### src/rtl/unstripe_lane_scheduler.sv
// unstripe_lane_scheduler
// Merges two byte stripe lanes back into one stream (lane 0, lane 1, ...).
// Each lane is buffered in a small FIFO. An alignment FSM tracks lane skew
// and flushes both FIFOs when one lane starves for too long.
// Optional build macro: UNSTRIPE_IDLE_FILL_EN. When defined, data_demux
// shows IDLE_BYTE whenever valid_demux is low, including in reset.
//
// state | meaning
// IDLE  | waiting until both lanes hold data; no output
// RUN   | popping lanes alternately; counting starved cycles
// ERR   | one cycle: flush both FIFOs, flag skew, return to IDLE
`timescale 1ns/1ps
module unstripe_lane_scheduler #(
  parameter int          DEPTH     = 4,
  parameter int          MAX_STALL = 3,
  parameter logic [7:0]  IDLE_BYTE = 8'hBC
) (
  input  logic       clk_2f,
  input  logic       reset_L,
  input  logic       stripe_stb,
  input  logic [7:0] data_stripe_0,
  input  logic       valid_stripe_0,
  input  logic [7:0] data_stripe_1,
  input  logic       valid_stripe_1,
  input  logic       err_clr,
  output logic [7:0] data_demux,
  output logic       valid_demux,
  output logic       lane_sel,
  output logic [1:0] state,
  output logic       skew_err,
  output logic       overflow
);

  localparam int AW = $clog2(DEPTH);
  localparam int PW = AW + 1;
  localparam int SW = $clog2(MAX_STALL + 1);

`ifdef UNSTRIPE_IDLE_FILL_EN
  localparam bit FILL_EN = 1'b1;
`else
  localparam bit FILL_EN = 1'b0;
`endif
  localparam logic [7:0] DATA_RST = FILL_EN ? IDLE_BYTE : 8'h00;

  typedef enum logic [1:0] {
    ST_IDLE = 2'd0,
    ST_RUN  = 2'd1,
    ST_ERR  = 2'd2
  } state_t;

  state_t          state_q, state_d;
  logic            lane_sel_q, lane_sel_d;
  logic            valid_q, valid_d;
  logic [7:0]      data_q, data_d;
  logic [SW-1:0]   stall_q, stall_d;
  logic            skew_set;

  logic [7:0]      mem [2][DEPTH];
  logic [PW-1:0]   wr_ptr [2];
  logic [PW-1:0]   rd_ptr [2];
  logic [7:0]      din [2];
  logic [1:0]      vin, empty, full, stb_v, push, pop, drop;
  logic [7:0]      pop_data;

  assign din[0] = data_stripe_0;
  assign din[1] = data_stripe_1;
  assign vin    = {valid_stripe_1, valid_stripe_0};

  // FIFO status and push/pop/drop decisions per lane
  always_comb begin
    for (int k = 0; k < 2; k++) begin
      empty[k] = (wr_ptr[k] == rd_ptr[k]);
      full[k]  = (wr_ptr[k][AW] != rd_ptr[k][AW]) &&
                 (wr_ptr[k][AW-1:0] == rd_ptr[k][AW-1:0]);
      pop[k]   = (state_q == ST_RUN) && (lane_sel_q == 1'(k)) && !empty[k];
      // pushes arriving during the flush cycle are thrown away, not counted as drops
      stb_v[k] = stripe_stb && vin[k] && (state_q != ST_ERR);
      push[k]  = stb_v[k] && (!full[k] || pop[k]);
      drop[k]  = stb_v[k] && full[k] && !pop[k];
    end
  end

  assign pop_data = mem[lane_sel_q][rd_ptr[lane_sel_q][AW-1:0]];

  // FIFO storage writes (no reset needed; pointers define validity)
  always_ff @(posedge clk_2f) begin
    for (int k = 0; k < 2; k++) begin
      if (push[k]) mem[k][wr_ptr[k][AW-1:0]] <= din[k];
    end
  end

  // FIFO pointers; ERR empties both lanes
  always_ff @(posedge clk_2f or negedge reset_L) begin
    if (!reset_L) begin
      for (int k = 0; k < 2; k++) begin
        wr_ptr[k] <= '0;
        rd_ptr[k] <= '0;
      end
    end else if (state_q == ST_ERR) begin
      for (int k = 0; k < 2; k++) begin
        wr_ptr[k] <= '0;
        rd_ptr[k] <= '0;
      end
    end else begin
      for (int k = 0; k < 2; k++) begin
        if (push[k]) wr_ptr[k] <= wr_ptr[k] + PW'(1);
        if (pop[k])  rd_ptr[k] <= rd_ptr[k] + PW'(1);
      end
    end
  end

  // Alignment FSM next-state and registered-output next values
  always_comb begin
    state_d    = state_q;
    lane_sel_d = lane_sel_q;
    valid_d    = 1'b0;
    data_d     = FILL_EN ? IDLE_BYTE : data_q;
    stall_d    = stall_q;
    case (state_q)
      ST_IDLE: begin
        lane_sel_d = 1'b0;
        stall_d    = '0;
        if (!empty[0] && !empty[1]) state_d = ST_RUN;
      end
      ST_RUN: begin
        if (!empty[lane_sel_q]) begin
          valid_d    = 1'b1;
          data_d     = pop_data;
          lane_sel_d = ~lane_sel_q;
          stall_d    = '0;
        end else if (!lane_sel_q && empty[0] && empty[1]) begin
          state_d = ST_IDLE;
          stall_d = '0;
        end else begin
          stall_d = stall_q + SW'(1);
          if (stall_q == SW'(MAX_STALL - 1)) state_d = ST_ERR;
        end
      end
      ST_ERR: begin
        lane_sel_d = 1'b0;
        stall_d    = '0;
        state_d    = ST_IDLE;
      end
      default: begin
        state_d    = ST_IDLE;
        lane_sel_d = 1'b0;
        stall_d    = '0;
      end
    endcase
  end

  assign skew_set = (state_q == ST_RUN) && (state_d == ST_ERR);

  // FSM state and output registers
  always_ff @(posedge clk_2f or negedge reset_L) begin
    if (!reset_L) begin
      state_q    <= ST_IDLE;
      lane_sel_q <= 1'b0;
      valid_q    <= 1'b0;
      data_q     <= DATA_RST;
      stall_q    <= '0;
    end else begin
      state_q    <= state_d;
      lane_sel_q <= lane_sel_d;
      valid_q    <= valid_d;
      data_q     <= data_d;
      stall_q    <= stall_d;
    end
  end

  // Sticky flags; a set event in the same cycle beats err_clr
  always_ff @(posedge clk_2f or negedge reset_L) begin
    if (!reset_L) begin
      skew_err <= 1'b0;
      overflow <= 1'b0;
    end else begin
      if (skew_set)     skew_err <= 1'b1;
      else if (err_clr) skew_err <= 1'b0;
      if (|drop)        overflow <= 1'b1;
      else if (err_clr) overflow <= 1'b0;
    end
  end

  assign state       = state_q;
  assign lane_sel    = lane_sel_q;
  assign valid_demux = valid_q;
  assign data_demux  = data_q;

endmodule

### config.mk
export PLATFORM = sky130hd
export DESIGN_NAME = unstripe_lane_scheduler
export DESIGN_NICKNAME = d
export VERILOG_FILES = /design/src/rtl/unstripe_lane_scheduler.sv
export SDC_FILE = /design/constraint.sdc
export NUM_CORES = 1
export LEC_CHECK = 0
export BUFFER_PORTS_ARGS = -buffer_cell sky130_fd_sc_hd__buf_2
export CAP_MARGIN = 20
export CORE_MARGIN = 2
export CORE_UTILIZATION = 59
export CTS_CLUSTER_SIZE = 14
export DETAILED_ROUTE_END_ITERATION = 10
export GPL_TIMING_DRIVEN = 0
export HOLD_SLACK_MARGIN = 0.06
export PLACE_DENSITY_LB_ADDON = 0.15
export SLEW_MARGIN = 20
export SYNTH_ARGS = -nofsm -noshare
export SYNTH_HDL_FRONTEND = slang
export SYNTH_SLANG_ARGS = --single-unit
### constraint.sdc
create_clock -name clk_2f -period 3 [get_ports clk_2f]
set_input_delay 0.6 -clock clk_2f [delete_from_list [all_inputs] [get_ports clk_2f]]
set_output_delay 0.6 -clock clk_2f [all_outputs]
set_load 0.005 [all_outputs]
==> impl_metrics.py, run 1 <==
metrics = {
    "synth": {
        "synthCells": 250,
        "synth_cell_type_count": 43,
        "synth_edf_count": 64,
        "syn-num-nets": 283,
        "synth_ff_type": "edfxtp_1",
        "ys_ff_latch": 92,
        "syn_area_mm2": 0.00395,
        "syn_avg_cell_area_um2": 15.8,
        "seq_area_frac_synth_pct": 66.4,
        "synth_warnings": 0,
        "async_reset_ff_share_pct": 30.4,
    },
    "timing": {
        "finalHoldViolations": 0,
        "fin_tns_setup_ps": 0,
        "whs_ps": 267,
        "setup_viol": 0,
        "max_freq_mhz": 417,
        "fin_crit_sh_pct": 80.0,
        "drv_slew": 0,
        "finalClockSkew_ps": 11.5,
        "grt_setup_unrepaired": "false",
        "worst_pin_slew_ps": 904,
        "period_minus_slack_ps": 2400,
        "slew_headroom_pct": 38.2,
    },
    "place": {
        "gp_congestion": 0.757,
        "placed_cells": 363,
        "numPortBuffers": 35,
        "post-dp-hpwl_mm": 4.91,
    },
    "cts": {
        "tritoncts": "built",
        "insertion_delay_ps": 360,
        "root_buffer": "clkbuf_8",
        "post_cts_buffers": 0,
        "cts.clk_slew.worst_paths_ps": 90,
        "cts_buffer_depth": 2,
        "htreeDepth": 3,
        "post_cts_resize_count": 0,
        "holdBufCountCts": 0,
        "numCtsBuffers": 9,
        "cts.sinks": 92,
    },
    "finish": {
        "area_delta_synth_final_pct": 11.8,
        "layout_common_cells": "edfxtp_1 (64), buf_2 (39), nand2_1 (31)",
        "drive_gt1_share_pct": 28.5,
        "nFillCells": 452,
        "final_common_cell": "edfxtp_1",
        "diodes": 0,
        "nets": 330,
        "fin_cells": 379,
    },
    "critical_path": {
        "worst_ep_required_time_ps": 3070,
        "cp.arrival_ps": 2470,
        "slowest_delay_ps": 820,
        "r2r_start": "wr_ptr[0]",
        "cp_cell_sequence": "xor2_1 -> a2111oi_0 -> nor2_1 -> and2_1",
        "reg2reg_depth": 4,
        "slowest_stage": "a2111oi_0",
        "crit_path_start": "wr_ptr[0]",
        "crit_path_start_kind": "flop",
        "cp-end-kind": "flop",
        "crit_type": "flop to flop",
        "path_max_fanout": 8,
    },
    "drt": {
        "first_iter_violations": 134,
        "first_pass_iters": 8,
        "wl_mm": 6.88,
        "drc": 4,
        "vias": 2222,
        "via_per_inst": 5.86,
        "final_antenna_net_count": 0,
        "routedWlPerCell_um": 18.1,
    },
    "floorplan": {
        "die_w_um": 85.8,
        "dieArea_mm2": 0.00737,
        "ioPinCount": 36,
        "coreArea_mm2": 0.00642,
        "fp.dieH_um": 85.8,
        "start_util_pct": 61.5,
        "rows": 29,
    },
    "global_route": {
        "antenna_found_initial": 0,
        "grt_pass1_vias": 2292,
        "grt_util_all_layers_pct": 21.0,
        "grt_max_degree": 29,
        "grt_pass1_wl_mm": 11.4,
        "overflow": 0,
    },
    "job": {
        "cap_violations": 0,
    },
    "pwr": {
        "p_leak_nw": 1.73,
        "powerDensity_mw_per_mm2": 952,
        "irDropWorstVdd_uv": 519,
    },
    "status": {
        "violations": "design-rule violations",
        "status": "finished with violations",
    },
    "min_path": {
        "hp-class": "input port to asynchronous set/reset pin",
    },
}
-- cells in the mapped netlist, drive strengths merged (4+ instances only) --
master  instances  area [µm²]
mux4           16         360
buf             5        27.5
nand3           5        25.0
nand2          31         116
mux2i           7        70.1
nor3            4        25.0
nand2b          4        25.0
xnor2           4        35.0
edfxtp         64        1920
nor2            4        15.0
dfrtp          28         701
ha             11         138
and2            7        43.8
clkbuf          4        15.0
mux2            8        90.1
inv            12        45.0
-- critical path, delay by kind of cell, from the launching register on --
kind,cells,cell delay [ps]
and+or+nand+nor,2,620
AOI/OAI and AO/OA,1,820
DFF,1,460
xor gates and xnor gates,1,220
-- state kept, by name, indices dropped and copies added, names as in the netlist --
name / cells
wr_ptr: 6
skew_err: 1
data_demux: 8
valid_demux: 1
state: 2
lane_sel: 1
mem: 64
overflow: 1
rd_ptr: 6
stall_q: 2
-- cell families (layout without fill, tap and decap cells) --
family	Yosys count	count (layout)	share of synthesized area, %
AOI/OAI and AO/OA	23	23	4.75
adders and majority gates	11	11	3.48
DFF	92	92	66.4
buffers and inverters	22	74	2.31
muxes	31	31	13.2
xor gates and xnor gates	7	7	1.55
and+or+nand+nor	64	64	8.33
-- cell type report --
class	count	area, µm²	area share (%)
Multi-Input combinational cell	136	1240	28.1
Timing Repair Buffer	36	183	4.13
Buffer	9	42.5	0.963
Inverter	13	48.8	1.10
Tap cell	77	96.3	2.18
Clock buffer	10	128	2.89
Sequential cell	92	2620	59.4
Clock inverter	6	56.3	1.27
-- path summary, 6_finish.rpt --
path | endpoint | slack, ps
setup / recovery | mem[1][20] | 600
hold / removal | data_demux[7] | 270
setup reg to reg | mem[1][20] | 600
hold reg to reg | stall_q[0] | 440
max in group asynchronous | wr_ptr[1] | 2310
min in group clk_2f | skew_err | 440
-- routing by layer --
| metal | share of wire, % | track usage, % | wire length (µm) | vias to the layer above |
|---|---|---|---|---|
| li1 | - | - | - | 1035 |
| met1 | 44 | 29.7 | 3060 | 1115 |
| met2 | 49 | 32.1 | 3370 | 62 |
| met3 | 4.7 | 5.29 | 321 | 10 |
| met4 | 1.9 | 7.79 | 132 | 0 |
| met5 | 0 | 0 | 0 | - |
-- per-stage QoR --
step | worst slack [ps] | util, % | power, mW | area (µm²)
final | 601 | 68.8 | 4.21 | 4420
after CTS | 538 | 68.8 | 4.25 | 4420
after global routing | 411 | 68.8 | 4.49 | 4420
after floorplan | 886 | - | 3.02 | 3950
after detailed placement | 562 | 65.9 | 3.46 | 4230
after global placement | 135 | 65.7 | 3.37 | 4220
-- where the power goes --
| group | switching [mW] | internal (mW) | total [mW] |
|---|---|---|---|
| Combinational | 0.830 | 0.769 | 1.60 |
| Clock | 0.467 | 0.321 | 0.788 |
| Sequential | 0.175 | 1.64 | 1.82 |
Note: power is estimated with default switching activity, not from simulation.
==> inputs of run 2 (changes only) <==
--- a/config.mk
+++ b/config.mk
@@ -8,7 +8,7 @@
 export BUFFER_PORTS_ARGS = -buffer_cell sky130_fd_sc_hd__buf_2
 export CAP_MARGIN = 20
 export CORE_MARGIN = 2
-export CORE_UTILIZATION = 59
+export CORE_UTILIZATION = 53
 export CTS_CLUSTER_SIZE = 14
 export DETAILED_ROUTE_END_ITERATION = 10
 export GPL_TIMING_DRIVEN = 0
==> constraint.sdc (replaced) <==
create_clock -name clk_2f -period 2.1 [get_ports clk_2f]
set_input_delay 0.42 -clock clk_2f [delete_from_list [all_inputs] [get_ports clk_2f]]
set_output_delay 0.42 -clock clk_2f [all_outputs]
set_load 0.005 [all_outputs]
==> run 2 against run 1 <==
Against the previous run: the flow now finishes without violations; first-iteration DRC count decreased by 24%; final cell count rose by 6.6%; die area increased by 11%; non-clock buffer count increased by 3; total power increased by 44%; clock-buffer cell count did not move; critical path depth is the same; via count fell by 2.4%; global-route usage down 2.0 points; combinational power increased by 53%; sequential power up 42%; sequential cell count unchanged; critical path type unchanged; highest routed layer unchanged.
==> impl_metrics.py, run 2 (same netlist as run 1, synthesis figures left out) <==
metrics = {
    "drt": {
        "first_iter_violations": 102,
        "wl_mm": 7.06,
        "final_antenna_net_count": 0,
        "via_per_inst": 5.37,
        "first_pass_iters": 4,
        "vias": 2169,
        "routedWlPerCell_um": 17.5,
        "drc": 0,
    },
    "floorplan": {
        "die_w_um": 90.3,
        "rows": 31,
        "start_util_pct": 54.5,
        "coreArea_mm2": 0.00725,
        "dieArea_mm2": 0.00816,
        "fp.dieH_um": 90.3,
        "ioPinCount": 36,
    },
    "critical_path": {
        "crit_type": "flop to flop",
        "cp.arrival_ps": 2130,
        "rrSetupSlack_ps": 50,
        "cp-end-kind": "flop",
        "reg2reg_depth": 4,
        "crit_path_start_kind": "flop",
        "r2r_start": "wr_ptr[0]",
        "path_max_fanout": 8,
        "worst_ep_required_time_ps": 2180,
        "rr_endpoint": "mem[1][25]",
    },
    "pwr": {
        "irDropWorstVdd_uv": 548,
        "powerDensity_mw_per_mm2": 1340,
        "p_leak_nw": 1.75,
        "finalPower_mw": 6.06,
    },
    "finish": {
        "area_delta_synth_final_pct": 14.4,
        "drive_gt1_share_pct": 32.1,
        "final_common_cell": "edfxtp_1",
        "diodes": 0,
        "fin_util_pct": 62.3,
        "nets": 333,
        "largest_register_ffs": 64,
        "layout_common_cells": "edfxtp_1 (64), buf_2 (39), nand2_1 (31)",
    },
    "timing": {
        "drv_slew": 0,
        "grt_setup_unrepaired": "true",
        "setup_viol": 0,
        "max_freq_mhz": 489,
        "slew_headroom_pct": 54.5,
        "worst_pin_slew_ps": 683,
        "setup_ws_ps": 54.6,
        "finalHoldViolations": 0,
        "fin_crit_sh_pct": 97.4,
        "finalClockSkew_ps": 10.4,
        "period_minus_slack_ps": 2050,
    },
    "cts": {
        "cts_buffer_depth": 2,
        "root_buffer": "clkbuf_8",
        "tritoncts": "built",
        "cts.clk_slew.worst_paths_ps": 90,
        "insertion_delay_ps": 340,
        "htreeDepth": 3,
        "cts.sinks": 92,
        "holdBufCountCts": 0,
        "numCtsBuffers": 9,
    },
    "global_route": {
        "grt_pass1_vias": 2314,
        "grt_pass1_wl_mm": 11.7,
        "grt_max_degree": 29,
        "overflow": 0,
        "antenna_found_initial": 0,
        "grt_util_all_layers_pct": 18.9,
    },
    "place": {
        "post-dp-hpwl_mm": 4.84,
        "gp_congestion": 0.748,
        "pre_cts_ws_ps": -350,
        "numPortBuffers": 35,
    },
    "min_path": {
        "hp-class": "input port to asynchronous set/reset pin",
    },
    "status": {
        "status": "completed",
    },
    "job": {
        "cap_violations": 0,
    },
}
## run 2: worst max-delay path by stage
stage                          from            end  slack [ps]  depth (start not counted)
final                     wr_ptr[0]     mem[1][25]          50                          4
after global routing       state[0]     mem[1][24]         -80                          6
after CTS                 wr_ptr[0]  data_demux[6]          10                          4
after detailed placement   state[1]     mem[1][12]        -350                          4
after global placement    wr_ptr[0]     mem[1][27]        -360                          4
after floorplan            lane_sel     mem[0][16]           9                          5
## run 2: cell type report
cell class / count / area, µm²
multi-input combinational: 136 / 1280
clock buffer: 10 / 128
tap: 99 / 124
timing repair buffer: 39 / 230
fill: 560 / 2730
inverter: 13 / 48.8
buffer: 9 / 42.5
clock inverter: 6 / 38.8
sequential: 92 / 2620
## run 2: metal layers
layer / GRT usage [%] / share of wire [%]
met5: 0 / 0
met4: 6.92 / 0.40
met3: 3.01 / 3.4
met2: 30.9 / 50
met1: 26.2 / 46
## run 2: critical path, cell delays in order (launching register included)
cell and delay (ps):
dfrtp_1 470, xor2_1 230, a2111oi_2 620, nor2_2 150
and2_2 320
## run 2: timing repair
| action | 4_1_cts | 5_1_grt |
|---|---|---|
| buffers inserted | 1 | 3 |
| resized for setup | 17 | 1 |
| pin swaps | 2 | 3 |
| endpoints found under the setup margin | 66 | 65 |
## run 2: power by group
part / internal, mW / leakage [nW] / switching [mW]
Combinational: 1.20 / 0.750 / 1.25
Clock: 0.432 / 0.0861 / 0.588
Sequential: 2.35 / 0.918 / 0.239
Total: 3.98 / 1.75 / 2.08
## run 2: metrics by stage
| stage | setup TNS [ps] | instances | hold WS, ps | instance area (µm²) |
|---|---|---|---|---|
| 2_1_floorplan | 0 | 250 | 124 | 3960 |
| 3_3_place_gp | -19220 | 384 | 426 | 4250 |
| 3_5_place_dp | -19680 | 384 | 426 | 4250 |
| 4_1_cts | 0 | 401 | 129 | 4480 |
| 5_1_grt | -1680 | 404 | 156 | 4520 |
| 6_report | 0 | 404 | 105 | 4520 |
==> inputs of run 3 (changes only) <==
--- a/config.mk
+++ b/config.mk
@@ -5,12 +5,12 @@
 export SDC_FILE = /design/constraint.sdc
 export NUM_CORES = 1
 export LEC_CHECK = 0
-export BUFFER_PORTS_ARGS = -buffer_cell sky130_fd_sc_hd__buf_2
 export CAP_MARGIN = 20
 export CORE_MARGIN = 2
-export CORE_UTILIZATION = 53
+export CORE_UTILIZATION = 56
 export CTS_CLUSTER_SIZE = 14
 export DETAILED_ROUTE_END_ITERATION = 10
+export DONT_BUFFER_PORTS = 1
 export GPL_TIMING_DRIVEN = 0
 export HOLD_SLACK_MARGIN = 0.06
 export PLACE_DENSITY_LB_ADDON = 0.15
==> run 3 against run 2 <==
Against the previous run: critical path depth rose by 1; total power rose by 4.7%; first-iteration DRC count fell by 3.9%; register-to-register slack improved by 30 ps; critical path type unchanged; critical endpoint is now mem[0][9]; global-route usage rose by 0.65 points; non-clock buffer count fell by 32; largest power group unchanged.
==> impl_metrics.py, run 3 (same netlist as run 1, synthesis figures left out) <==
metrics = {
    "global_route": {
        "grt_pass1_wl_mm": 10.9,
        "antenna_found_initial": 0,
        "busiest_layer": "met2",
        "grt_util_all_layers_pct": 19.6,
        "grtUsageMet2_pct": 32.8,
        "grtUsageMet1_pct": 24.8,
        "overflow": 0,
        "grtUsageMet3_pct": 4.34,
        "grt_max_degree": 29,
        "grt_pass1_vias": 2198,
    },
    "critical_path": {
        "crit_path_start_kind": "flop",
        "cp.arrival_ps": 2080,
        "worst_ep_required_time_ps": 2170,
        "reg2reg_depth": 5,
        "path_max_fanout": 8,
        "crit_type": "flop to flop",
        "cp-end-kind": "flop",
        "r2r_start": "lane_sel",
        "rrSetupSlack_ps": 90,
        "rr_endpoint": "mem[0][9]",
    },
    "pwr": {
        "finalPower_mw": 6.34,
        "powerDensity_mw_per_mm2": 1420,
        "irDropWorstVdd_uv": 762,
        "p_leak_nw": 1.67,
    },
    "finish": {
        "nets": 301,
        "nFillCells": 487,
        "drive_gt1_share_pct": 25.3,
        "diodes": 0,
        "largest_register_ffs": 64,
        "layout_common_cells": "edfxtp_1 (64), nand2_1 (31), dfrtp_1 (28)",
        "final_common_cell": "edfxtp_1",
        "area_delta_synth_final_pct": 13.3,
    },
    "timing": {
        "finalClockSkew_ps": 14.0,
        "whs_ps": 150,
        "fin_crit_sh_pct": 95.8,
        "drv_slew": 0,
        "setup_ws_ps": 89.1,
        "period_minus_slack_ps": 2010,
        "slew_headroom_pct": 61.4,
        "max_freq_mhz": 497,
        "finalHoldViolations": 0,
        "setup_viol": 0,
        "worst_pin_slew_ps": 579,
    },
    "cts": {
        "numCtsBuffers": 9,
        "tritoncts": "built",
        "htreeDepth": 3,
        "cts.sinks": 92,
        "cts.clk_slew.worst_paths_ps": 90,
        "insertion_delay_ps": 360,
        "cts_buffer_depth": 2,
        "root_buffer": "clkbuf_8",
    },
    "place": {
        "numPortBuffers": 0,
        "gp_congestion": 0.722,
        "post-dp-hpwl_mm": 4.66,
        "pre_cts_ws_ps": -536,
    },
    "drt": {
        "wl_mm": 6.90,
        "routedWlPerCell_um": 18.7,
        "first_iter_violations": 98,
        "first_pass_iters": 4,
        "drc": 0,
        "final_antenna_net_count": 0,
        "via_per_inst": 5.58,
        "vias": 2058,
    },
    "floorplan": {
        "die_w_um": 88.0,
        "dieArea_mm2": 0.00774,
        "rows": 30,
        "coreArea_mm2": 0.00679,
        "ioPinCount": 36,
        "fp.dieH_um": 88.0,
        "start_util_pct": 58.1,
    },
    "min_path": {
        "whs_path_depth": 0,
        "min_from": "data_stripe_0[7]",
        "hold_end": "mem[0][23]",
        "hp-class": "input port to flop",
    },
    "status": {
        "status": "completed",
    },
    "job": {
        "cap_violations": 0,
    },
}
-- run 3: changes by cell type in the layout (fill, tap and decap cells not counted), moves of 2 or more --
cell,change
and2_2,-3
and2_4,+3
buf_12,+2
buf_2,-35
bufinv_16,+2
clkinv_1,-2
-- run 3: worst max path at each step --
stage	start	endpoint	slack, ps	cells after the start
4_1_cts	lane_sel	mem[0][16]	30	5
2_1_floorplan	lane_sel	mem[0][16]	9	5
5_1_grt	lane_sel	mem[0][12]	-9	5
6_report	lane_sel	mem[0][9]	90	5
3_3_place_gp	state[0]	mem[1][27]	-540	4
3_5_place_dp	state[0]	mem[1][27]	-540	4
-- run 3: power by group --
part           internal (mW)  switching, mW  total (mW)  leakage (nW)
Clock                  0.677          0.632        1.31         0.114
Combinational           1.19           1.21        2.40         0.641
Sequential              2.35          0.286        2.64         0.918
Total                   4.22           2.13        6.34          1.67
-- run 3: per-stage QoR --
stage | utilization, % | setup TNS [ps] | area (µm²) | instances
floorplan | - | 0 | 3960 | 250
global placement | 60.0 | -24940 | 4080 | 346
detailed placement | 60.0 | -24820 | 4080 | 346
CTS | 65.5 | 0 | 4450 | 367
global route | 65.9 | -28.6 | 4470 | 369
finish | 65.9 | 0 | 4470 | 369
-- run 3: area by class of cell --
| cell class | instances | area, µm² | area share (%) |
|---|---|---|---|
| sequential | 92 | 2620 | 58.6 |
| multi-input combinational | 136 | 1310 | 29.3 |
| clock buffer | 9 | 124 | 2.77 |
| tap | 96 | 120 | 2.68 |
| timing repair buffer | 7 | 105 | 2.35 |
| clock inverter | 7 | 96.3 | 2.15 |
| inverter | 13 | 48.8 | 1.09 |
| buffer | 9 | 46.3 | 1.03 |
-- run 3: what timing repair did --
action                     in CTS  in global routing
hold buffers                    2                  0
setup endpoints to repair      69                 50
gates resized for setup        20                  5
pin swaps                       3                  2
setup buffers                   3                  2
hold endpoints to repair       28                  0
gates cloned                    0                  0
-- run 3: critical path: stages (launching register included) --
cell and delay, ps:
dfrtp_1 420, buf_6 150, or3b_2 430, and4b_2 300, nor2_4 160, and2_4 250
-- run 3: layer usage --
layer | vias to the layer above | part of all wire (%)
li1 | 977 | -
met1 | 1029 | 43
met2 | 42 | 50
met3 | 10 | 5.5
met4 | 0 | 1.5
met5 | - | 0
